**config.mk**
```make
export PLATFORM = sky130hd
export DESIGN_NAME = dsi_cmd_video_sched
export DESIGN_NICKNAME = d
export VERILOG_FILES = /design/src/rtl/dsi_cmd_video_sched.sv
export SDC_FILE = /design/constraint.sdc
export NUM_CORES = 1
export LEC_CHECK = 0
export CAP_MARGIN = 20
export CORE_MARGIN = 2
export CORE_UTILIZATION = 38
export DETAILED_ROUTE_END_ITERATION = 16
export SLEW_MARGIN = 10
export SYNTH_ARGS = -nofsm -noshare
export SYNTH_HDL_FRONTEND = slang
export SYNTH_SLANG_ARGS = --single-unit
```
**constraint.sdc**
```tcl
create_clock -name clk -period 6.3 [get_ports clk]
set_input_delay 0.63 -clock clk [delete_from_list [all_inputs] [get_ports clk]]
set_output_delay 0.63 -clock clk [all_outputs]
set_load 0.02 [all_outputs]
```
**src/rtl/dsi_cmd_video_sched.sv**
```systemverilog
// HS lane scheduler for the DSI transmit path: video passes straight through,
// queued DCS short writes are sent as their own HS bursts in long blanking gaps.
module dsi_cmd_video_sched #(
    parameter int CMD_DEPTH = 8,
    parameter int GAP_MIN   = 64
) (
    input  logic        clk,
    input  logic        rst_n,
    input  logic        eotp_en,
    input  logic        vid_blank,
    input  logic        vid_hs_en,
    input  logic [31:0] vid_hs_data,
    input  logic        cmd_wr,
    input  logic [23:0] cmd_wdata,
    output logic        cmd_full,
    output logic [4:0]  cmd_level,
    output logic        hs_en,
    output logic [31:0] hs_data,
    output logic        cmd_busy,
    output logic        cmd_done,
    output logic [1:0]  err,
    input  logic        err_clr
);
    localparam int PW = $clog2(CMD_DEPTH);
    localparam int GW = $clog2(GAP_MIN + 1);
    localparam logic [4:0]    DEPTH_L   = 5'(CMD_DEPTH);
    localparam logic [GW-1:0] GAP_L     = GW'(GAP_MIN);
    localparam logic [31:0]   EOTP_WORD = 32'h010F0F08;

    typedef enum logic [1:0] {IDLE = 2'd0, CMD_HDR = 2'd1, CMD_EOT = 2'd2} state_t;

    // DSI packet header ECC: 6-bit Hamming parity over {data1, data0, DI}
    function automatic logic [7:0] dsi_ecc(input logic [23:0] d);
        logic [5:0] p;
        p[0] = d[0]^d[1]^d[2]^d[4]^d[5]^d[7]^d[10]^d[11]^d[13]^d[16]^d[20]^d[21]^d[22]^d[23];
        p[1] = d[0]^d[1]^d[3]^d[4]^d[6]^d[8]^d[10]^d[12]^d[14]^d[17]^d[20]^d[21]^d[22]^d[23];
        p[2] = d[0]^d[2]^d[3]^d[5]^d[6]^d[9]^d[11]^d[12]^d[15]^d[18]^d[20]^d[21]^d[22];
        p[3] = d[1]^d[2]^d[3]^d[7]^d[8]^d[9]^d[13]^d[14]^d[15]^d[19]^d[20]^d[21]^d[23];
        p[4] = d[4]^d[5]^d[6]^d[7]^d[8]^d[9]^d[16]^d[17]^d[18]^d[19]^d[20]^d[22]^d[23];
        p[5] = d[10]^d[11]^d[12]^d[13]^d[14]^d[15]^d[16]^d[17]^d[18]^d[19]^d[21]^d[22]^d[23];
        return {2'b00, p};
    endfunction

    logic [23:0]   mem_r [CMD_DEPTH];
    logic [PW-1:0] wr_ptr_r, rd_ptr_r;
    logic [4:0]    level_r;
    logic [GW-1:0] guard_r;
    state_t        state_r, state_s;
    logic          eot_sel_r;
    logic          hs_en_r, busy_r, done_r;
    logic [31:0]   hs_data_r;
    logic [1:0]    err_r;
    logic          full_s, push_s, pop_s, collide_s, out_en_s;
    logic [31:0]   out_data_s;
    logic [23:0]   head_s;

    assign full_s    = (level_r == DEPTH_L);
    assign push_s    = cmd_wr & ~full_s;
    assign head_s    = mem_r[rd_ptr_r];
    assign cmd_full  = full_s;
    assign cmd_level = level_r;
    assign hs_en     = hs_en_r;
    assign hs_data   = hs_data_r;
    assign cmd_busy  = busy_r;
    assign cmd_done  = done_r;
    assign err       = err_r;

    // Next state and next output word; video always takes the lane when present
    always_comb begin
        state_s    = state_r;
        pop_s      = 1'b0;
        collide_s  = 1'b0;
        out_en_s   = vid_hs_en;
        out_data_s = vid_hs_data;
        case (state_r)
            IDLE: begin
                if ((guard_r == GAP_L) && (level_r != 5'd0) && !vid_hs_en) begin
                    state_s    = CMD_HDR;
                    out_en_s   = 1'b1;
                    out_data_s = {dsi_ecc(head_s), head_s};
                end else begin
                    state_s = IDLE;
                end
            end
            CMD_HDR: begin
                if (vid_hs_en) begin
                    collide_s = 1'b1;
                    state_s   = IDLE;
                end else if (eot_sel_r) begin
                    state_s    = CMD_EOT;
                    out_en_s   = 1'b1;
                    out_data_s = EOTP_WORD;
                end else begin
                    state_s = IDLE;
                    pop_s   = 1'b1;
                end
            end
            CMD_EOT: begin
                if (vid_hs_en) begin
                    collide_s = 1'b1;
                end else begin
                    pop_s = 1'b1;
                end
                state_s = IDLE;
            end
            default: begin
                state_s = IDLE;
            end
        endcase
    end

    // State, EoTp selection and guard; guard is held at zero around a burst so gaps restart
    always_ff @(posedge clk or negedge rst_n) begin
        if (!rst_n) begin
            state_r   <= IDLE;
            eot_sel_r <= 1'b0;
            guard_r   <= '0;
        end else begin
            state_r <= state_s;
            if (state_r == IDLE && state_s == CMD_HDR) begin
                eot_sel_r <= eotp_en;
            end
            if (state_r != IDLE || state_s != IDLE || !vid_blank || vid_hs_en) begin
                guard_r <= '0;
            end else if (guard_r < GAP_L) begin
                guard_r <= guard_r + GW'(1);
            end
        end
    end

    // Command storage (data only; validity is tracked by the pointers)
    always_ff @(posedge clk) begin
        if (push_s) begin
            mem_r[wr_ptr_r] <= cmd_wdata;
        end
    end

    // FIFO pointers, occupancy and sticky error flags
    always_ff @(posedge clk or negedge rst_n) begin
        if (!rst_n) begin
            wr_ptr_r <= '0;
            rd_ptr_r <= '0;
            level_r  <= 5'd0;
            err_r    <= 2'b00;
        end else begin
            if (push_s) wr_ptr_r <= wr_ptr_r + PW'(1);
            if (pop_s)  rd_ptr_r <= rd_ptr_r + PW'(1);
            case ({push_s, pop_s})
                2'b10:   level_r <= level_r + 5'd1;
                2'b01:   level_r <= level_r - 5'd1;
                default: level_r <= level_r;
            endcase
            err_r[0] <= (err_r[0] & ~err_clr) | collide_s;
            err_r[1] <= (err_r[1] & ~err_clr) | (cmd_wr & full_s);
        end
    end

    // Registered lane outputs and status
    always_ff @(posedge clk or negedge rst_n) begin
        if (!rst_n) begin
            hs_en_r   <= 1'b0;
            hs_data_r <= 32'h0000_0000;
            busy_r    <= 1'b0;
            done_r    <= 1'b0;
        end else begin
            hs_en_r   <= out_en_s;
            hs_data_r <= out_data_s;
            busy_r    <= (state_s != IDLE);
            done_r    <= pop_s;
        end
    end
endmodule

```
==> results.py <==
metrics = {
    "clock_network": {
        "cts-resized-gates": 0,
        "htreeDepth": 1,
        "numClockSinks": 250,
        "post-cts-setup-buffers": 0,
        "clock_latency_ps": 550,
        "root_buffer": "clkbuf_16",
        "cts_tree": "built",
        "cts_buffers": 27,
        "clkTransAtPathRegs_ps": 60,
        "hold_buffers": 0,
        "clk_path_buf_depth": 3,
    },
    "sta": {
        "setup_viol": 0,
        "worstMarginPinSlew_ps": 1040,
        "fin_skew_ps": 14.5,
        "finalCritPeriodShare": 0.508,
        "worst_hold_slack_ps": 233,
        "setup_tns_ps": 0,
        "fin_crit_ps": 3200,
        "slew_violations": 0,
        "fmaxAchievable_ghz": 0.313,
        "finalHoldViolCount": 0,
        "slew_headroom": 0.309,
        "rsz0062_at_grt": "false",
    },
    "setup_path": {
        "cp-start-kind": "flop",
        "critPathRequiredTime_ps": 6740,
        "cp.arrival_ps": 3640,
        "critical_path.max_stage_delay_ps": 650,
        "rr_worst_depth": 7,
        "worst_path_max_delay_cell": "mux4_1",
        "cp_common_cell": "xnor3_1",
        "crit_path_end": "hs_data[25]",
        "critical_path_depth": 7,
        "path_max_fanout": 45,
        "r2r-end": "hs_data[25]",
        "critPathKind": "flop to flop",
        "timing.rr.start": "rd_ptr_r[0]",
        "rrSetupSlack_ps": 3100,
        "endpoint_kind": "flop",
        "startpoint": "rd_ptr_r[0]",
        "critPathTopFamily": "XOR/XNOR gates",
        "worstPathCellList": "buf_16 > mux4_1 > mux2_2 > xnor3_1 > xnor2_2 > xnor3_1 > a22o_1",
        "cp_num_buf_inv": 1,
    },
    "routing": {
        "ant_nets": 0,
        "routed_via_density": 5.08,
        "wl_per_cell_um": 21.6,
        "dr.pass1.iters": 4,
        "vias": 5751,
        "drc_errors": 0,
        "drt_iter0_markers": 497,
        "drt_wl_total_mm": 24.4,
    },
    "min_path": {
        "hold_path.class": "input pin to asynchronous set/reset pin",
    },
    "grt": {
        "grt_pass1_vias": 6196,
        "grt_pass1_wl_mm": 37.8,
        "grt_max_degree": 59,
        "grt_usage": 0.164,
        "antenna_found_initial": 1,
        "gr-total-overflow": 0,
    },
    "logic_synthesis": {
        "synth_common_cells": "edfxtp_1 (192), dfrtp_1 (58), mux4_2 (54), nand2_1 (39), xnor2_1 (37)",
        "syn-num-nets": 685,
        "synth-edff-count": 192,
        "syn_avg_cell_area_um2": 17.9,
        "yosysMostFrequentCell": "edfxtp_1",
        "yosysTopAreaCell": "edfxtp_1",
        "synth_flop_cell": "edfxtp_1",
        "ys_top_cells_by_area": "edfxtp_1 (53%), dfrtp_1 (13%), mux4_2 (11%)",
        "syn_area_mm2": 0.0109,
        "yosysTopAreaCellShare": 0.529,
        "yosys_warnings": 0,
        "synth_cell_types": 51,
        "synth-seq-area-share": 0.662,
        "syn_inst": 610,
        "async_flop_share": 0.232,
        "synth-seq-cells": 250,
    },
    "pwr": {
        "peakVddDrop_mv": 0.215,
        "powerDensity_mw_per_mm2": 342,
        "power.leakage_nw": 4.63,
    },
    "final_layout": {
        "fin_area_mm2": 0.0133,
        "area_growth_pct": 21.9,
        "drive_gt1_frac": 0.184,
        "antenna_cells": 0,
        "nets": 803,
        "final_core_util": 0.467,
        "fin_cells": 1133,
        "fill_cells": 2405,
    },
    "floorplanning": {
        "die_h_um": 173,
        "die_w_um": 173,
        "ios": 106,
        "fp.dieArea_mm2": 0.0301,
        "core_area_mm2": 0.0285,
        "rows": 62,
        "start_util": 0.383,
    },
    "outcome": {
        "status": "finished, final reports clean",
    },
    "flow_run": {
        "cap_viol_max_count": 0,
    },
    "placed_design": {
        "post_dp_cell_area_mm2": 0.0124,
        "gp_congestion": 0.783,
        "portBuffers": 105,
        "dpl.hpwl_mm": 15.9,
        "dpl.cell_count": 1082,
    },
}
[where the power goes]
part	leakage (nW)	total [W]	switching [W]	internal (W)
clock	0.427	0.00155	0.000635	0.000913
combinational	1.75	0.000873	0.000448	0.000426
sequential	2.44	0.00213	0.000110	0.00202
total	4.63	0.00455	0.00119	0.00336
[stage by stage]
step	total power (W)	setup WS [ps]
after global routing	0.00474	2940
after floorplan	0.00269	2610
final	0.00455	3100
after CTS	0.00461	2790
after global placement	0.00301	2820
after detailed placement	0.00304	2780
[per-layer routing]
layer	share of wire	vias to the layer above	global-route usage	routed length, µm
met3	0.064	30	0.0351	1560
met5	0.00053	-	0	13
li1	-	2587	-	-
met4	0.017	2	0.0434	414
met1	0.43	2933	0.217	10500
met2	0.49	199	0.277	11900
[area by class of cell]
class                      instances  area [µm²]  share of cell area
sequential                       250        7220               0.543
multi-input combinational        321        3520               0.265
inverter                          14        52.6             0.00395
clock buffer                      31         691              0.0520
clock inverter                    19         186              0.0140
timing repair buffer             114        1130              0.0853
tap                              384         480              0.0361
[worst min path at each step]
stage                       from          end  slack [ps]  depth (start not counted)
after global routing       rst_n  hs_data[14]         310                          2
after floorplan            rst_n     cmd_busy         330                          0
after global placement    err[0]       err[0]         480                          1
after CTS                  rst_n  hs_data[25]         240                          2
after detailed placement  err[0]       err[0]         500                          1
final                      rst_n   guard_r[3]         230                          2
[registers in the layout, indices dropped and copies added (netlist names)]
register / cells
mem_r: 192
hs_data: 32
guard_r: 7
cmd_level: 5
rd_ptr_r: 3
wr_ptr_r: 3
err: 2
state_r: 2
cmd_busy: 1
cmd_done: 1
eot_sel_r: 1
hs_en: 1
[logic make-up after synthesis]
family / synth area share
mux: 0.154
compound gates: 0.0324
xor+xnor: 0.0829
simple gates: 0.0342
flops: 0.662
buf+inv: 0.0202
fa+ha+maj: 0.0145
[layout by cell type (no fill, tap or decap), types with 5 or more instances in the layout]
cell type          n
mux2i_4            5
nor2_1            17
o211ai_1          11
o21ai_0           16
inv_1             12
dfrtp_1           55
clkinv_2           6
o21ai_1            9
ha_1              11
clkinv_1           6
xor2_1            28
xnor3_1           12
edfxtp_1         192
clkdlybuf4s50_1  104
xnor2_1           37
mux4_2            54
mux2i_1           16
buf_4              8
clkbuf_16         27
nand2_1           39
a22o_1             6
mux2_2             9
Power figures use the tool's default switching activity.
